**src/rtl/uart_pkg.sv**
```systemverilog
// Shared UART definitions: parity-mode encodings, frame FSM states and
// small helpers used by both the transmitter and the matching receiver.
package uart_pkg;

  // Line parity selection as driven on the parity_mode input.
  typedef enum logic [1:0] {
    PARITY_NONE     = 2'b00,
    PARITY_EVEN     = 2'b01,
    PARITY_ODD      = 2'b10,
    PARITY_NONE_ALT = 2'b11
  } parity_mode_e;

  // Frame sequencing states.
  typedef enum logic [2:0] {
    ST_IDLE   = 3'd0,
    ST_START  = 3'd1,
    ST_DATA   = 3'd2,
    ST_PARITY = 3'd3,
    ST_STOP   = 3'd4
  } uart_state_e;

  // True when the mode inserts a parity bit (the reserved code 11 means none).
  function automatic logic parity_enabled(input logic [1:0] mode);
    return (mode == PARITY_EVEN) || (mode == PARITY_ODD);
  endfunction

  // Parity bit from the XOR of all data bits: even passes it, odd inverts it.
  function automatic logic parity_from_xor(input logic [1:0] mode, input logic data_xor);
    return (mode == PARITY_ODD) ? ~data_xor : data_xor;
  endfunction

endpackage : uart_pkg

```
**src/rtl/sync_fifo.sv**
```systemverilog
// Single-clock FIFO with first-word fall-through read port. Writes to a full
// FIFO and reads from an empty one are ignored.
module sync_fifo
  import uart_pkg::*;
#(
  parameter int WIDTH = 8,
  parameter int DEPTH = 4
) (
  input  logic                     clk,
  input  logic                     rst,
  input  logic                     wr_en,
  input  logic [WIDTH-1:0]         din,
  output logic                     full,
  input  logic                     rd_en,
  output logic [WIDTH-1:0]         dout,
  output logic                     empty,
  output logic [$clog2(DEPTH):0]   count
);

  localparam int            AW     = $clog2(DEPTH);
  localparam logic [AW:0]   C_FULL = (AW+1)'(DEPTH);

  logic [WIDTH-1:0] r_mem [DEPTH];
  logic [AW-1:0]    r_wr_ptr;
  logic [AW-1:0]    r_rd_ptr;
  logic [AW:0]      r_count;
  logic             w_push;
  logic             w_pop;

  assign full   = (r_count == C_FULL);
  assign empty  = (r_count == '0);
  assign count  = r_count;
  assign dout   = r_mem[r_rd_ptr];
  assign w_push = wr_en && !full;
  assign w_pop  = rd_en && !empty;

  // Storage write.
  // NOTE: the data array has no reset; occupancy is tracked by the pointers
  // and count, so clearing the RAM would only cost reset fan-out.
  always_ff @(posedge clk) begin
    if (w_push) begin
      r_mem[r_wr_ptr] <= din;
    end
  end

  // Pointer and occupancy bookkeeping; pointers wrap naturally (DEPTH is 2^n).
  // NOTE: sequential state is always assigned with <= so every flop samples
  // pre-edge values regardless of statement order.
  always_ff @(posedge clk or negedge rst) begin
    if (!rst) begin
      r_wr_ptr <= '0;
      r_rd_ptr <= '0;
      r_count  <= '0;
    end else begin
      if (w_push) r_wr_ptr <= r_wr_ptr + 1'b1;
      if (w_pop)  r_rd_ptr <= r_rd_ptr + 1'b1;
      case ({w_push, w_pop})
        2'b10:   r_count <= r_count + 1'b1;
        2'b01:   r_count <= r_count - 1'b1;
        default: r_count <= r_count;
      endcase
    end
  end

endmodule : sync_fifo

```
**src/rtl/uart_tx_param.sv**
```systemverilog
// Parameterised UART transmitter: a small transmit FIFO feeding a frame FSM
// that serialises start, data (LSB first), optional parity and 1/2 stop bits.
// Back-to-back frames are emitted with no idle gap when the FIFO has data.
module uart_tx_param
  import uart_pkg::*;
#(
  parameter int CLOCK_FREQ = 125_000_000,
  parameter int BAUD_RATE  = 115_200,
  parameter int DATA_BITS  = 8,
  parameter int FIFO_DEPTH = 4
) (
  input  logic                          clk,
  input  logic                          rst,
  input  logic [DATA_BITS-1:0]          data_in,
  input  logic                          data_in_valid,
  output logic                          data_in_ready,
  input  logic [1:0]                    parity_mode,
  input  logic                          two_stop,
  output logic                          serial_out,
  output logic                          tx_busy,
  output logic [$clog2(FIFO_DEPTH):0]   fifo_count
);

  localparam int              DIV        = CLOCK_FREQ / BAUD_RATE;
  localparam int              CW         = $clog2(DIV);
  localparam int              BW         = $clog2(DATA_BITS);
  localparam logic [CW-1:0]   C_DIV_LAST = CW'(DIV - 1);
  localparam logic [BW-1:0]   C_BIT_LAST = BW'(DATA_BITS - 1);

  uart_state_e          r_state;
  logic [CW-1:0]        r_cnt;
  logic [BW-1:0]        r_bit;
  logic [DATA_BITS-1:0] r_shift;
  logic                 r_par_en;
  logic                 r_par_bit;
  logic                 r_two_stop;
  logic                 r_stop_idx;
  logic                 r_serial;
  logic                 r_busy;
  logic                 r_rst_done;

  logic                 w_full;
  logic                 w_empty;
  logic [DATA_BITS-1:0] w_fifo_dout;
  logic                 w_push;
  logic                 w_bit_end;
  logic                 w_last_stop;
  logic                 w_load;

  // Ready depends only on registered state, never on data_in_valid, and stays
  // low until the first edge after reset release.
  assign data_in_ready = r_rst_done && !w_full;
  assign w_push        = data_in_valid && data_in_ready;

  assign w_bit_end   = (r_cnt == C_DIV_LAST);
  assign w_last_stop = !r_two_stop || r_stop_idx;
  // Pop the head either from IDLE or at the end of the final stop period.
  assign w_load      = !w_empty &&
                       ((r_state == ST_IDLE) ||
                        ((r_state == ST_STOP) && w_bit_end && w_last_stop));

  assign serial_out = r_serial;
  assign tx_busy    = r_busy;

  sync_fifo #(
    .WIDTH (DATA_BITS),
    .DEPTH (FIFO_DEPTH)
  ) u_fifo (
    .clk   (clk),
    .rst   (rst),
    .wr_en (w_push),
    .din   (data_in),
    .full  (w_full),
    .rd_en (w_load),
    .dout  (w_fifo_dout),
    .empty (w_empty),
    .count (fifo_count)
  );

  // Marks that the block has seen a clock edge since reset was released.
  always_ff @(posedge clk or negedge rst) begin
    if (!rst) r_rst_done <= 1'b0;
    else      r_rst_done <= 1'b1;
  end

  // Frame FSM with registered line and busy outputs. A load latches the
  // character and its framing options so later input changes do not affect
  // the frame in flight.
  always_ff @(posedge clk or negedge rst) begin
    if (!rst) begin
      r_state    <= ST_IDLE;
      r_cnt      <= '0;
      r_bit      <= '0;
      r_shift    <= '0;
      r_par_en   <= 1'b0;
      r_par_bit  <= 1'b0;
      r_two_stop <= 1'b0;
      r_stop_idx <= 1'b0;
      r_serial   <= 1'b1;
      r_busy     <= 1'b0;
    end else if (w_load) begin
      r_shift    <= w_fifo_dout;
      r_par_en   <= parity_enabled(parity_mode);
      r_par_bit  <= parity_from_xor(parity_mode, ^w_fifo_dout);
      r_two_stop <= two_stop;
      r_stop_idx <= 1'b0;
      r_bit      <= '0;
      r_cnt      <= '0;
      r_state    <= ST_START;
      r_serial   <= 1'b0;
      r_busy     <= 1'b1;
    end else begin
      case (r_state)
        ST_IDLE: begin
          r_cnt    <= '0;
          r_serial <= 1'b1;
          r_busy   <= 1'b0;
        end

        ST_START: begin
          if (w_bit_end) begin
            r_cnt    <= '0;
            r_bit    <= '0;
            r_state  <= ST_DATA;
            r_serial <= r_shift[0];
          end else begin
            r_cnt <= r_cnt + 1'b1;
          end
        end

        ST_DATA: begin
          if (w_bit_end) begin
            r_cnt <= '0;
            if (r_bit == C_BIT_LAST) begin
              if (r_par_en) begin
                r_state  <= ST_PARITY;
                r_serial <= r_par_bit;
              end else begin
                r_state    <= ST_STOP;
                r_stop_idx <= 1'b0;
                r_serial   <= 1'b1;
              end
            end else begin
              r_bit    <= r_bit + 1'b1;
              r_shift  <= r_shift >> 1;
              r_serial <= r_shift[1];
            end
          end else begin
            r_cnt <= r_cnt + 1'b1;
          end
        end

        ST_PARITY: begin
          if (w_bit_end) begin
            r_cnt      <= '0;
            r_state    <= ST_STOP;
            r_stop_idx <= 1'b0;
            r_serial   <= 1'b1;
          end else begin
            r_cnt <= r_cnt + 1'b1;
          end
        end

        ST_STOP: begin
          if (w_bit_end) begin
            r_cnt <= '0;
            if (!w_last_stop) begin
              r_stop_idx <= 1'b1;
            end else begin
              // Non-empty FIFO was handled by the load branch above.
              r_state  <= ST_IDLE;
              r_busy   <= 1'b0;
              r_serial <= 1'b1;
            end
          end else begin
            r_cnt <= r_cnt + 1'b1;
          end
        end

        default: begin
          r_cnt    <= '0;
          r_state  <= ST_IDLE;
          r_serial <= 1'b1;
          r_busy   <= 1'b0;
        end
      endcase
    end
  end

endmodule : uart_tx_param

```
**config.mk**
```make
export PLATFORM = sky130hd
export DESIGN_NAME = uart_tx_param
export DESIGN_NICKNAME = d
export VERILOG_FILES = /design/src/rtl/uart_pkg.sv /design/src/rtl/sync_fifo.sv /design/src/rtl/uart_tx_param.sv
export SDC_FILE = /design/constraint.sdc
export NUM_CORES = 1
export LEC_CHECK = 0
export CORE_MARGIN = 2
export CORE_UTILIZATION = 45
export DETAILED_ROUTE_END_ITERATION = 10
export PLACE_DENSITY = 0.69
export SLEW_MARGIN = 20
export SYNTH_ARGS = -nofsm -noshare
export SYNTH_HDL_FRONTEND = slang
export SYNTH_SLANG_ARGS = --single-unit
```
**constraint.sdc**
```tcl
create_clock -name clk -period 5.55 [get_ports clk]
set_input_delay 0.8325 -clock clk [delete_from_list [all_inputs] [get_ports clk]]
set_output_delay 0.8325 -clock clk [all_outputs]
set_load 0.02 [all_outputs]
```
==> flow_summary.ini <==
[outcome]
status = complete, no violations

[power_and_ir_drop]
p_per_area_nw_per_um2 = 330
p_leak_uw = 0.00152
irDropWorstVdd_v = 0.000205

[timing]
fin_skew_ns = 0.00816
timing.slew.headroom_pct = 43.1
hold_violations = 0
max_freq_mhz = 359
rsz0062_at_grt = false
tightest_slew_ns = 0.853
tns_ns = 0
finalCritPeriodShare_pct = 50.2
layout_setup_ws_ns = 2.76
setup_viol = 0
report.final.slew_viol_count = 0
period_needed_ns = 2.79

[placement]
dp_worst_setup_slack_ns = 2.85
dp_hpwl_um = 3580
port_buffers = 19
finalWeightedCongestion = 0.744
place_area_um2 = 3500

[final_layout]
antenna_cells = 0
postLayoutCellArea_um2 = 3710
layout_commonest_cell = dfrtp_1
design.final.nets = 293
final_layout_size_suffix_gt1_share_pct = 10.6
final_cell_mix = dfrtp_1, edfxtp_1, nor2_1
area_growth_pct = 14.9

[setup_path]
start_kind = flop
path_max_fanout = 6
cp.required_ns = 4.72
endpoint_kind = output port
path_class = flop to output port
arrival_ns = 1.95

[cts]
ctsResizeCount = 0
cts_sinks = 71
clock_path_buffers = 2
cts_buffers = 9
insertion_delay_ns = 0.35
root_buffer = clkbuf_8
clkTransAtPathRegs_ns = 0.08
cts_tree = done
postCtsHoldBufs = 0
h-tree-depth = 3
post_cts_buffers = 0

[synth]
ys_types = 45
synth-edff-count = 32
avgSynthCellArea_um2 = 13.1
synth_area_um2 = 3230
yosysWarnings = 0
ys_seq_elements = 71
yosysSeqAreaShare_pct = 60.1
synth_fp_nets = 271
syn_inst = 246
synthArstFlopShare_pct = 54.9
synth-main-ff-cell = dfrtp_1

[global_route]
grt_max_degree = 40
grt_pass1_wl_um = 9030
grt_pass1_vias = 1948
antenna_found_initial = 0
grt_use_total_pct = 15.3
grt_overflow_total = 0

[floorplanning]
die-height_um = 88.7
io_pins = 20
dieArea_um2 = 7860
fp.coreArea_um2 = 6870
die_w_um = 88.7
start_util_pct = 47.0
num_rows = 30

[run]
maxCapViolCount = 0

[routing]
dr.first_iter.drc_count = 106
drt-pass1-iter-count = 4
vias_per_cell = 5.01
antenna_left = 0
routed_wl_um = 5120
drc = 0
avgRoutedWirePerCell_um = 13.9
routed-via-count = 1849

[hold_path]
holdCritPathClass = flop to flop
[final timing paths]
kind / from / endpoint / slack [ns] / cells after the start
worst max-delay path: u_fifo.count[0] / data_in_ready / 2.76 / 3
worst max register to register: r_cnt[7] / u_fifo.count[2] / 2.84 / 10
worst min-delay path: r_par_bit / r_par_bit / 0.52 / 1
max in group asynchronous: rst / r_shift[5] / 4.42 / 1
worst min register to register: r_par_bit / r_par_bit / 0.52 / 1
min in group asynchronous: rst / r_cnt[2] / 0.59 / 1
[power by group]
group          internal, uW  switching, uW
Combinational          80.0           91.3
Sequential              596           24.5
Clock                   218            214
[synth_stat cells, types with 2 or more instances]
cell | n | area, um^2
a21oi_1 | 5 | 25.0
a22oi_1 | 3 | 22.5
and3_1 | 5 | 31.3
and4_1 | 2 | 17.5
buf_2 | 2 | 10.0
clkbuf_1 | 5 | 18.8
dfrtp_1 | 38 | 951
edfxtp_1 | 32 | 961
ha_1 | 10 | 125
inv_1 | 14 | 52.6
mux2_2 | 2 | 22.5
mux2i_1 | 10 | 100
mux4_1 | 4 | 105
mux4_2 | 4 | 90.1
nand2_1 | 17 | 63.8
nand2b_1 | 2 | 12.5
nand3_1 | 5 | 25.0
nor2_1 | 20 | 75.1
nor2b_1 | 4 | 25.0
nor3_1 | 4 | 20.0
o21ai_0 | 15 | 75.1
o22ai_1 | 2 | 12.5
xnor2_1 | 10 | 87.6
xor2_1 | 10 | 87.6
[metrics by stage]
stage | hold WS [ns] | total power (uW) | util (%) | cells
after global placement | 0.497 | 803 | 50.9 | 353
final | 0.515 | 1220 | 54.0 | 369
after floorplan | 0.482 | 733 | - | 246
after global routing | 0.534 | 1290 | 54.0 | 369
after CTS | 0.516 | 1240 | 54.0 | 369
after detailed placement | 0.498 | 809 | 50.9 | 353
[area by class of cell]
class	count	area, um^2
Fill cell	568	3160
Sequential cell	71	1940
Multi-Input combinational cell	152	1190
Timing Repair Buffer	20	193
Clock buffer	9	124
Tap cell	96	120
Clock inverter	7	86.3
Inverter	14	52.6
[critical path, stage by stage (launching register included)]
cell	delay (ns)
dfrtp_1	0.42
inv_1	0.10
a31oi_1	0.39
clkdlybuf4s50_1	0.70
[layer usage]
metal / share of wire (%) / track usage, % / vias up
met4: 1.7 / 5.37 / 0
met2: 46 / 23.7 / 18
met5: 0 / 0 / -
li1: - / - / 919
met1: 50 / 20.4 / 904
met3: 2.7 / 5.04 / 8
[logic make-up (layout without fill, tap and decap cells)]
family,after synthesis,in the layout,synth area share (%)
AOI/OAI and AO/OA,31,31,5.62
xor gates and xnor gates,22,22,6.63
adders and majority gates,11,11,4.50
buffers and inverters,23,50,3.03
DFF,71,71,60.1
muxes,20,20,9.85
other,1,1,0.116
and+or+nand+nor,67,67,10.2
[state kept, by name (all words and copies together) (netlist names)]
signal           flops
u_fifo.r_mem        32
r_cnt               11
r_shift              8
r_bit                3
r_state              3
u_fifo.count         3
u_fifo.r_rd_ptr      2
u_fifo.r_wr_ptr      2
r_par_bit            1
r_par_en             1
r_rst_done           1
r_stop_idx           1
r_two_stop           1
serial_out           1
tx_busy              1
Power figures use the tool's default switching activity.
